## src/rtl/mpp_control_unit.sv

```systemverilog
// rtl/mpp_control_unit.sv - fetch/decode/execute/writeback sequencer for the 8-bit mpp datapath.
// Optional single-step gating of FETCH is enabled with MPP_CTRL_SINGLE_STEP_EN.
module mpp_control_unit #(
   parameter int                  PC_WIDTH = 8,
   parameter logic [PC_WIDTH-1:0] RESET_PC = '0
) (
   input  logic                clk,
   input  logic                rst_n,
   output logic [PC_WIDTH-1:0] imem_addr,
   output logic                imem_rd,
   input  logic [15:0]         imem_data,
   output logic [2:0]          alu_sel,
   output logic                alu_en,
   output logic                alu_b_imm,
   output logic [7:0]          imm,
   output logic [1:0]          rd_addr,
   output logic [1:0]          rs_addr,
   output logic                reg_we,
   input  logic [7:0]          alu_out,
   input  logic                alu_carry,
   output logic                flag_z,
   output logic                flag_c,
`ifdef MPP_CTRL_SINGLE_STEP_EN
   input  logic                step,
   output logic                step_wait,
`endif
   output logic                halted
);

   typedef enum logic [2:0] {
      S_FETCH     = 3'd0,
      S_DECODE    = 3'd1,
      S_EXECUTE   = 3'd2,
      S_WRITEBACK = 3'd3,
      S_HALT      = 3'd4
   } state_t;

   state_t              state, state_next;
   logic [PC_WIDTH-1:0] pc;
   logic [15:0]         ir;
   logic                started;
   logic                fz, fc;

   logic [3:0] op;
   logic       is_ldi, is_alu, is_halt, keeps_c, take_branch, go;

   assign op      = ir[15:12];
   assign is_ldi  = (op == 4'h8);
   assign is_alu  = ~op[3] | is_ldi;
   assign is_halt = (op == 4'hC);
   // Logic ops and LDI leave carry alone; only add/sub/op7 produce a carry.
   assign keeps_c = ((op >= 4'h2) && (op <= 4'h6)) | is_ldi;

   assign take_branch = (op == 4'h9)
                      | ((op == 4'hA) & fz)
                      | ((op == 4'hB) & fc);

   assign imem_addr = pc;
   assign rd_addr   = ir[11:10];
   assign rs_addr   = ir[9:8];
   assign imm       = ir[7:0];
   assign alu_b_imm = is_ldi;
   assign alu_sel   = op[3] ? (is_ldi ? 3'b110 : 3'b000) : op[2:0];
   assign flag_z    = fz;
   assign flag_c    = fc;

   // The first cycle out of reset only arms the fetch so imem_rd is low during reset.
`ifdef MPP_CTRL_SINGLE_STEP_EN
   assign go = started & step;
`else
   assign go = started;
`endif

   always_ff @(posedge clk or negedge rst_n) begin
      if (!rst_n) begin
         state   <= S_FETCH;
         pc      <= RESET_PC;
         ir      <= '0;
         started <= 1'b0;
         fz      <= 1'b1;
         fc      <= 1'b0;
      end else begin
         state   <= state_next;
         started <= 1'b1;
         if (state == S_DECODE) begin
            ir <= imem_data;
            pc <= pc + PC_WIDTH'(1);
         end
         if ((state == S_EXECUTE) && take_branch) begin
            pc <= PC_WIDTH'(ir[7:0]);
         end
         if (state == S_WRITEBACK) begin
            fz <= (alu_out == 8'h00);
            if (!keeps_c) begin
               fc <= alu_carry;
            end
         end
      end
   end

   always_comb begin
      state_next = state;
      imem_rd    = 1'b0;
      alu_en     = 1'b0;
      reg_we     = 1'b0;
      halted     = 1'b0;
`ifdef MPP_CTRL_SINGLE_STEP_EN
      step_wait  = 1'b0;
`endif
      unique case (state)
         S_FETCH: begin
            if (go) begin
               imem_rd    = 1'b1;
               state_next = S_DECODE;
            end
`ifdef MPP_CTRL_SINGLE_STEP_EN
            step_wait = ~go;
`endif
         end
         S_DECODE: begin
            state_next = S_EXECUTE;
         end
         S_EXECUTE: begin
            if (is_alu) begin
               alu_en     = 1'b1;
               state_next = S_WRITEBACK;
            end else if (is_halt) begin
               state_next = S_HALT;
            end else begin
               state_next = S_FETCH;
            end
         end
         S_WRITEBACK: begin
            alu_en     = 1'b1;
            reg_we     = 1'b1;
            state_next = S_FETCH;
         end
         S_HALT: begin
            halted = 1'b1;
         end
         default: begin
            state_next = S_FETCH;
         end
      endcase
   end

endmodule
```

## config.mk

```make
export PLATFORM = sky130hd
export DESIGN_NAME = mpp_control_unit
export DESIGN_NICKNAME = d
export VERILOG_FILES = /design/src/rtl/mpp_control_unit.sv
export SDC_FILE = /design/constraint.sdc
export NUM_CORES = 1
export LEC_CHECK = 0
export CAP_MARGIN = 20
export CORE_ASPECT_RATIO = 0.75
export CORE_MARGIN = 2
export CORE_UTILIZATION = 44
export DETAILED_ROUTE_END_ITERATION = 12
export GPL_ROUTABILITY_DRIVEN = 0
export PLACE_DENSITY_LB_ADDON = 0.05
export SLEW_MARGIN = 20
export SYNTH_ARGS = -nofsm -noshare
export SYNTH_HDL_FRONTEND = slang
export SYNTH_SLANG_ARGS = --single-unit
```

## constraint.sdc

```tcl
create_clock -name clk -period 1.9 [get_ports clk]
set_clock_uncertainty 0.15 [all_clocks]
set_input_delay 0.38 -clock clk [delete_from_list [all_inputs] [get_ports clk]]
set_output_delay 0.38 -clock clk [all_outputs]
set_load 0.1 [all_outputs]
```

# --- Word level (Yosys, flattened, before mapping) ---
# Cells that the tools add are included.
word_totals:
  register_bits: 30
  input_bits: 27
  out_inout_bits: 30
op_classes:
  n_addsub: 1
  order_cmp: 2
  n_eq_ne: 10
  muxes: 14
  n_bitwise: 9
  n_reduce_logical: 7
ops:
  columns: ["op", "count"]
  rows:
  - ["$eq 4x4->1 const B", 5]
  - ["$mux 8", 2]
  - ["$mux 3", 5]
  - ["$pmux 3 s4", 1]
  - ["$add 8x1->8 const B", 1]
  - ["$logic_not 8->1", 1]
  - ["$eq 3x2->1 const B", 2]
  - ["$mux 1", 5]
  - ["$ge 4x2->1 const B", 1]
  - ["$le 4x3->1 const B", 1]
  - ["$or 1x1->1", 4]
  - ["$reduce_and 2->1", 2]
  - ["$eq 3x1->1 const B", 1]
  - ["$eq 3x3->1 const B", 1]
  - ["$logic_not 3->1", 1]
  - ["$not 1->1", 3]
  - ["$and 1x1->1", 2]
  - ["$logic_and 1x1->1", 2]
  - ["$ne 2x2->1 const B", 1]
  - ["$pmux 1 s2", 1]
  - ["$reduce_bool 2->1", 1]

# --- Logic depth before layout (Yosys ltp) ---
# Gate-level depths: netlist of run 1.
depth:
  word_depth: 6
  mapped_depth: 6
  depth_no_buf: 5

# --- Least setup slack after synthesis of run 1 ---
# OpenSTA, ideal clock, no wires.
synth_path:
  kind: "register to output"
  start: "reg state[0]"
  end: "out imem_rd"
  t_arrival_ps: 3658
  t_required_ps: 1370
  path_slack_ps: -2288
  path_stages_with_launch: 3
  path_buffers: 1
  cell_sequence: "dfrtp_1 -> buf_2 -> nor4b_1"
synth_via:
  elab_chain_cells: 2
synth_lines:
  columns: ["element", "line", "source"]
  rows:
  - ["from (decl)", "38", "state_t state, state_next;"]
  - ["from (signal assigned)", "83", "state <= state_next;"]
  - ["$logic_not 3->1", "110", "unique case (state)"]
  - ["$mux 1", "110", null]
  - ["to (decl)", "10", "output logic imem_rd,"]
# Every way passes these cells.

# --- Worst setup path in the final report of run 1 ---
layout_path:
  start: "reg ir[14]"
  end: "out alu_en"
layout_via:
  elab_chain_cells: 4
layout_lines:
  columns: ["element", "line", "source"]
  rows:
  - ["from (decl)", "40", "logic [15:0] ir;"]
  - ["from (signal assigned)", "86", "ir <= imem_data;"]
  - ["$eq 4x4->1", "48", "assign is_ldi = (op == 4'h8);"]
  - ["$or 1x1->1", "49", "assign is_alu = ~op[3] | is_ldi;"]
  - ["$mux 1", "124", "if (is_alu) begin"]
  - ["$pmux 1 s2", "110", null]
  - ["to (decl)", "13", "output logic alu_en,"]
# Every way passes these cells.

==> summary.txt, run 1 <==
Status -> complete, but fails checks
Failing checks -> setup timing
Antenna Cells -> 0
Top Metal Used -> met4
Clock-pin slew on the worst setup and hold paths -> 0.06 ns
Worst r2r src -> ir[14]
Grt total ovfl -> 0
Critical Path Start -> ir[14]
Avg Cell Area, Syn -> 11.2 sq um
# IOs -> 57
Setup TNS -> -1.05 ns
Post-Synthesis Cells -> 142
Iter 0 DRT Violations -> 98
Antenna-violating nets left -> 0
Most frequent cell after synthesis -> dfrtp_1
Max Fclk -> 0.453 GHz
Total GRT Usage -> 20.8%
Hold_buf cts -> 0
Crit path required time -> 1.37 ns
Yosys cell types -> 39
Largest net degree at the start of global routing -> 31
Maxcap violations -> 0
Vias -> 1297
Initial Util -> 47.0%
Ys async rst share -> 100%
I/O Buffers -> 56
Seq/Total Area, Yosys -> 47.4%
Total iterations of the first detailed-routing run -> 4
Clock Path Buffers -> 2
Type of the worst setup path -> reg2out
Vias in the first global route -> 1408
Cell Area, Synth -> 1590 sq um
Critical Path Source Type -> flop
Fin. Hold Viols -> 0
Residual DRC -> 0
Via density -> 5.23
Die X -> 73.3 um
First-pass GRT wire length -> 6510 um
Critical R2R Capture -> imem_addr[3]
Wire length on met1 -> 1660 um
Syn Nets -> 170
Die area -> 4110 sq um
Crit path max fanout -> 5
Synth cell count leaders -> dfrtp_1, mux2_2, buf_4, nand2_1, o21ai_0
Routed wire length -> 3690 um
DIE HEIGHT -> 56.0 um
Clk_lat worst skew -> 0.28 ns
Total CTS buffers -> 5
Final #Nets -> 235
H-Tree Depth -> 2
Fin crit period -> 2.21 ns
Synth area leaders -> dfrtp_1, mux2_2, buf_4, a221o_1, o21ai_0
Clock tree sinks -> 30
Root buffer cell -> clkbuf_8
Core area -> 3380 sq um
Arr. time, crit path -> 1.68 ns
Share of cells above drive strength 1 -> 47.1%
Filler instances -> 205
Hpwl dp -> 2810 um
Area grow syn2layout -> 70.8%
R2R depth -> 5
Drt wl/cell -> 14.9 um
Final setup margin -> -0.308 ns
Number of synthesized flops with an enable pin -> 0
Max Slew Vio Count -> 0
FP Rows -> 18
R2R Setup Slk -> 0.08 ns
Antenna violations before repair -> 0
RSZ-0062 raised after global routing -> true
Period utilization -> 116%
Number of synthesized register bits -> 30
Hold Crit Class -> in2async
Met2 Routed Length -> 1810 um
CTS tree -> done
Ys Warns -> 0
Met3 Routed Length -> 170 um
Yosys top cell by area -> dfrtp_1
Top-area cell type share of the netlist area -> 45.7%
Dominant synthesized flop cell -> dfrtp_1
Final setup violation count -> 4
Worst Setup End Kind -> output pin
cell type report:
class	instances	area (sq um)	area share, %
Inverter	5	23.8	0.877
Sequential cell	30	767	28.3
Multi-Input combinational cell	88	741	27.3
Tap cell	40	50.0	1.85
Timing Repair Buffer	77	1040	38.3
Clock buffer	8	90.1	3.32
registers in the layout, indices dropped and copies added (netlist names):
| signal | count |
|---|---|
| ir | 16 |
| imem_addr | 8 |
| state | 3 |
| flag_c | 1 |
| flag_z | 1 |
| go | 1 |
worst max-delay path, cell delays in order, from the launching register on:
cell,delay [ns]
dfrtp_1,0.38
or4b_4,0.61
a31oi_4,0.21
buf_12,0.19
logic make-up after synthesis:
logic type      synth area share (%)
compound gates                  7.41
buf+inv                         10.3
flops                           47.4
fa+ha+maj                      0.789
xor+xnor                        1.66
simple gates                    18.0
mux                             14.3
other cells                    0.236
metrics by stage:
step / std cells / hold slack (ns) / util, % / instance area, sq um / setup slack [ns]
after floorplan: 142 / -0.0656 / - / 1660 / -0.269
after global placement: 234 / 0.408 / 75.3 / 2540 / 0.0149
after detailed placement: 234 / 0.418 / 75.3 / 2540 / -0.0205
after CTS: 247 / 0.346 / 79.4 / 2680 / -0.318
after global routing: 248 / 0.382 / 80.2 / 2710 / -0.345
final: 248 / 0.338 / 80.2 / 2710 / -0.308
routing by layer:
layer	vias to the layer above	GRT usage (%)
met4	0	6.49
met1	633	26.6
li1	622	-
met5	-	0
met3	8	7.25
met2	34	32.8
worst max path at each step:
| stage | slack, ns | cells past startpoint | end |
|---|---|---|---|
| 6_report | -0.31 | 3 | alu_en |
| 5_1_grt | -0.35 | 3 | alu_en |
| 4_1_cts | -0.32 | 3 | alu_en |
| 3_5_place_dp | -0.02 | 3 | alu_en |
| 3_3_place_gp | 0.01 | 3 | alu_en |
| 2_1_floorplan | -0.27 | 3 | alu_en |
layout by cell type (no fill, tap or decap), types with 2 or more instances in the layout:
master            n
buf_6             2
clkdlybuf4s50_1  26
mux2i_1           2
nand4_1           4
nand2_1           9
dfrtp_2           9
clkbuf_8          6
nand3_1           5
o21ai_0           6
a221o_1           4
a21oi_1           3
clkbuf_1          2
xnor2_1           3
and3_1            4
buf_12           31
dfrtp_1          20
nor3b_4           2
nor4_1            2
nand2b_1          4
o21ai_2           2
nor3_1            2
mux2_4            2
mux2_2           16
inv_1             3
buf_4            18
timing repair:
| item | 4_1_cts | 5_1_grt |
|---|---|---|
| cloned | 0 | 0 |
| setup buffers | 5 | 2 |
| endpoints found under the setup margin | 10 | 14 |
| resized for setup | 5 | 6 |
| pin swaps | 3 | 4 |
Power of run 1 is not shown: default switching activity piles up to over one toggle a cycle in this logic, so the estimate is an artifact.
==> inputs of run 2 (changes only) <==
CORE_ASPECT_RATIO = 1.75   (was 0.75)
==> summary.txt, run 2 (same netlist as run 1, synthesis figures left out) <==
Placement Cell Area -> 2540 sq um
Via density -> 5.30
Vias in the first global route -> 1515
H-Tree Depth -> 2
Final #Nets -> 240
Antenna-violating nets left -> 0
Initial Util -> 46.2%
Critical-path top delay cell -> or4b_4
Iter 0 DRT Violations -> 21
Commonest non-fill, non-tap cell in the layout -> buf_12
Fin crit period -> 2.21 ns
I/O Buffers -> 56
RSZ-0062 raised after global routing -> true
Worst-path cell chain -> or4b_4 -> a31oi_4 -> buf_12
Final setup margin -> -0.313 ns
Type of the worst setup path -> reg2out
Crit path max fanout -> 5
Grt total ovfl -> 0
Die area -> 4120 sq um
Slew margin rel. -> 66.0%
DIE HEIGHT -> 83.4 um
Final instance area -> 2770 sq um
Critical Path Source Type -> flop
Vias -> 1367
Crit path required time -> 1.37 ns
Area grow syn2layout -> 74.4%
Status -> complete, but fails checks
Worst path max stage delay -> 0.60 ns
Worst r2r src -> ir[12]
Drt wl/cell -> 16.3 um
Max Slew Vio Count -> 0
Maxcap violations -> 0
Period utilization -> 116%
Final setup violation count -> 4
Worst Setup End Kind -> output pin
WP buf/inv -> 1
Core area -> 3430 sq um
Routed wire length -> 4200 um
Arr. time, crit path -> 1.68 ns
Hpwl dp -> 3030 um
Hold_buf cts -> 0
Critical R2R Capture -> flag_c
Total CTS buffers -> 5
Clock tree sinks -> 30
Worst slew pin tran -> 0.506 ns
R2R depth -> 6
R2R Setup Slk -> 0 ns
Multi-input logic area -> 761 sq um
Max Fclk -> 0.452 GHz
Clock-pin slew on the worst setup and hold paths -> 0.07 ns
Largest reg by FF count -> ir
Clock Path Buffers -> 2
Total iterations of the first detailed-routing run -> 4
First-pass GRT wire length -> 6980 um
Clk_lat worst skew -> 0.28 ns
CTS tree -> done
Max reg flops -> 16
Hold Crit Class -> in2async
Sequential cell area -> 768 sq um
Root buffer cell -> clkbuf_8
Residual DRC -> 0
FP Rows -> 28
Filler instances -> 219
Commonest non-fill, non-tap cells in the layout -> buf_12, clkdlybuf4s50_1, buf_4
Share of cells above drive strength 1 -> 51.2%
Antenna violations before repair -> 0
# IOs -> 57
Total GRT Usage -> 21.9%
Delay-heaviest family, CP -> simple AND/OR/NAND/NOR gates
Setup TNS -> -1.01 ns
Fin. Hold Viols -> 0
Largest net degree at the start of global routing -> 31
Die X -> 49.4 um
Failing checks -> setup timing
Antenna Cells -> 0
## run 2: cell count changes in the layout (fill, tap and decap cells not counted), sizes merged
cell and delta:
buf +5, clkbuf -1, clkinv +1
## run 2: metrics by stage
stage	cells	utilization [%]	worst slack (ns)	hold slack, ns
floorplan	142	-	-0.269	-0.0656
global placement	239	73.9	0.0177	0.384
detailed placement	239	73.9	-0.0117	0.409
CTS	253	78.5	-0.311	0.346
global route	258	80.6	-0.369	0.366
finish	258	80.6	-0.313	0.336
## run 2: layout make-up
| cell class | instances | share of cell area, % |
|---|---|---|
| timing repair buffer | 82 | 38.6 |
| clock buffer | 7 | 3.12 |
| clock inverter | 1 | 0.181 |
| sequential | 30 | 27.8 |
| inverter | 5 | 0.859 |
| tap | 45 | 2.03 |
| multi-input combinational | 88 | 27.5 |
## run 2: metal layers
metal / GRT usage, % / vias to the layer above / part of all wire (%)
met5: 0 / - / 0
met3: 5.58 / 10 / 4.6
met2: 39.9 / 60 / 58
met1: 23.3 / 669 / 34
li1: - / 628 / -
met4: 8.84 / 0 / 2.7
## run 2: what timing repair did
action | 4_1_cts | 5_1_grt
endpoints found under the setup margin | 7 | 28
pin swaps | 2 | 5
buffers inserted | 7 | 7
gates resized for setup | 10 | 9
## run 2: how the worst max path moves through the flow
stage | from | to | cells past startpoint
after floorplan | ir[15] | alu_en | 3
after CTS | ir[13] | alu_en | 3
after detailed placement | ir[14] | alu_en | 3
after global routing | ir[12] | alu_en | 3
after global placement | ir[14] | alu_en | 3
final | ir[12] | alu_en | 3
Power of run 2 is left out for the same reason.
==> inputs of run 3 (changes only) <==
clock period = 2.2 ns   (was 1.9 ns; I/O delays follow)
==> summary.txt, run 3 (same netlist as run 1, synthesis figures left out) <==
Fin crit period -> 2.26 ns
Clk_lat worst skew -> 0.27 ns
Area grow syn2layout -> 48.3%
RSZ-0062 raised after global routing -> true
Hold path cells -> 1
Share of cells above drive strength 1 -> 40.7%
Clock tree sinks -> 30
I/O Buffers -> 56
DIE HEIGHT -> 83.4 um
Arr. time, crit path -> 1.67 ns
Grt total ovfl -> 0
R2R depth -> 4
Total GRT Usage -> 19.1%
Clock Path Buffers -> 2
Util after Layout -> 68.5%
Type of the worst setup path -> reg2out
Placement Cell Area -> 2210 sq um
Antenna violations before repair -> 0
Max reg flops -> 16
Period utilization -> 103%
Via density -> 5.14
Hpwl dp -> 2660 um
Total iterations of the first detailed-routing run -> 5
# IOs -> 57
Final setup margin -> -0.0619 ns
Initial Util -> 46.2%
Dpl cells -> 230
H-Tree Depth -> 2
Largest net degree at the start of global routing -> 31
Worst Setup End Kind -> output pin
Antenna Cells -> 0
Setup TNS -> -0.157 ns
Core area -> 3430 sq um
Max Fclk -> 0.442 GHz
Commonest non-fill, non-tap cell in the layout -> buf_4
Drt wl/cell -> 14.5 um
Status -> complete, but fails checks
Max Slew Vio Count -> 0
Non-Filler Instances -> 244
Final instance area -> 2350 sq um
Clock-pin slew on the worst setup and hold paths -> 0.06 ns
Vias -> 1254
Largest reg by FF count -> ir
Residual DRC -> 0
Hold_buf cts -> 0
Crit path max fanout -> 5
Maxcap violations -> 0
Crit path required time -> 1.61 ns
Antenna-violating nets left -> 0
Hold Crit Class -> reg2reg
Critical Path Source Type -> flop
Vias in the first global route -> 1349
Commonest non-fill, non-tap cells in the layout -> buf_4, dfrtp_1, clkdlybuf4s50_1
Routed wire length -> 3540 um
Die X -> 49.4 um
First-pass GRT wire length -> 6150 um
Final #Nets -> 227
FP Rows -> 28
Fin. Hold Viols -> 0
Final setup violation count -> 3
Root buffer cell -> clkbuf_8
Die area -> 4120 sq um
Failing checks -> setup timing
Iter 0 DRT Violations -> 44
Total CTS buffers -> 5
CTS tree -> done
## run 3: path summary, 6_finish.rpt
path | from | endpoint | slack, ns
hold reg to reg | ir[9] | ir[9] | 0.36
setup / recovery | ir[12] | alu_en | -0.06
setup reg to reg | state[1] | ir[11] | 0.24
min in group asynchronous | rst_n | ir[9] | 0.40
hold / removal | ir[9] | ir[9] | 0.36
max in group asynchronous | rst_n | flag_z | 1.17
## run 3: critical path, cell delays in order (launching register included)
cell and delay [ns]:
dfrtp_2 0.43, or4b_4 0.57, a31oi_4 0.21, buf_12 0.19
## run 3: layout make-up
cell class / count / area, sq um
clock buffer: 5 / 68.8
clock inverter: 2 / 10.0
fill: 287 / 1080
inverter: 5 / 23.8
multi-input combinational: 88 / 717
sequential: 30 / 756
tap: 45 / 56.3
timing repair buffer: 69 / 721
## run 3: metal layers
layer / vias up / wire length (um) / share of wire, % / GRT usage [%]
li1: 602 / - / - / -
met1: 605 / 1370 / 39 / 21.9
met2: 45 / 1950 / 55 / 32.9
met3: 2 / 194 / 5.5 / 4.68
met4: 0 / 21 / 0.59 / 8.33
met5: - / 0 / 0 / 0
## run 3: timing repair
| item | 4_1_cts | 5_1_grt |
|---|---|---|
| gates resized for setup | 1 | 3 |
| setup buffers | 3 | 4 |
| setup endpoints to repair | 4 | 5 |
| pin swaps | 1 | 0 |
## run 3: stage by stage
stage / worst slack (ns) / hold slack (ns)
finish: -0.0619 / 0.359
global route: -0.114 / 0.397
CTS: -0.0892 / 0.361
detailed placement: 0.184 / 0.346
global placement: 0.198 / 0.343
floorplan: -0.342 / -0.00559
Power of run 3 is left out for the same reason.
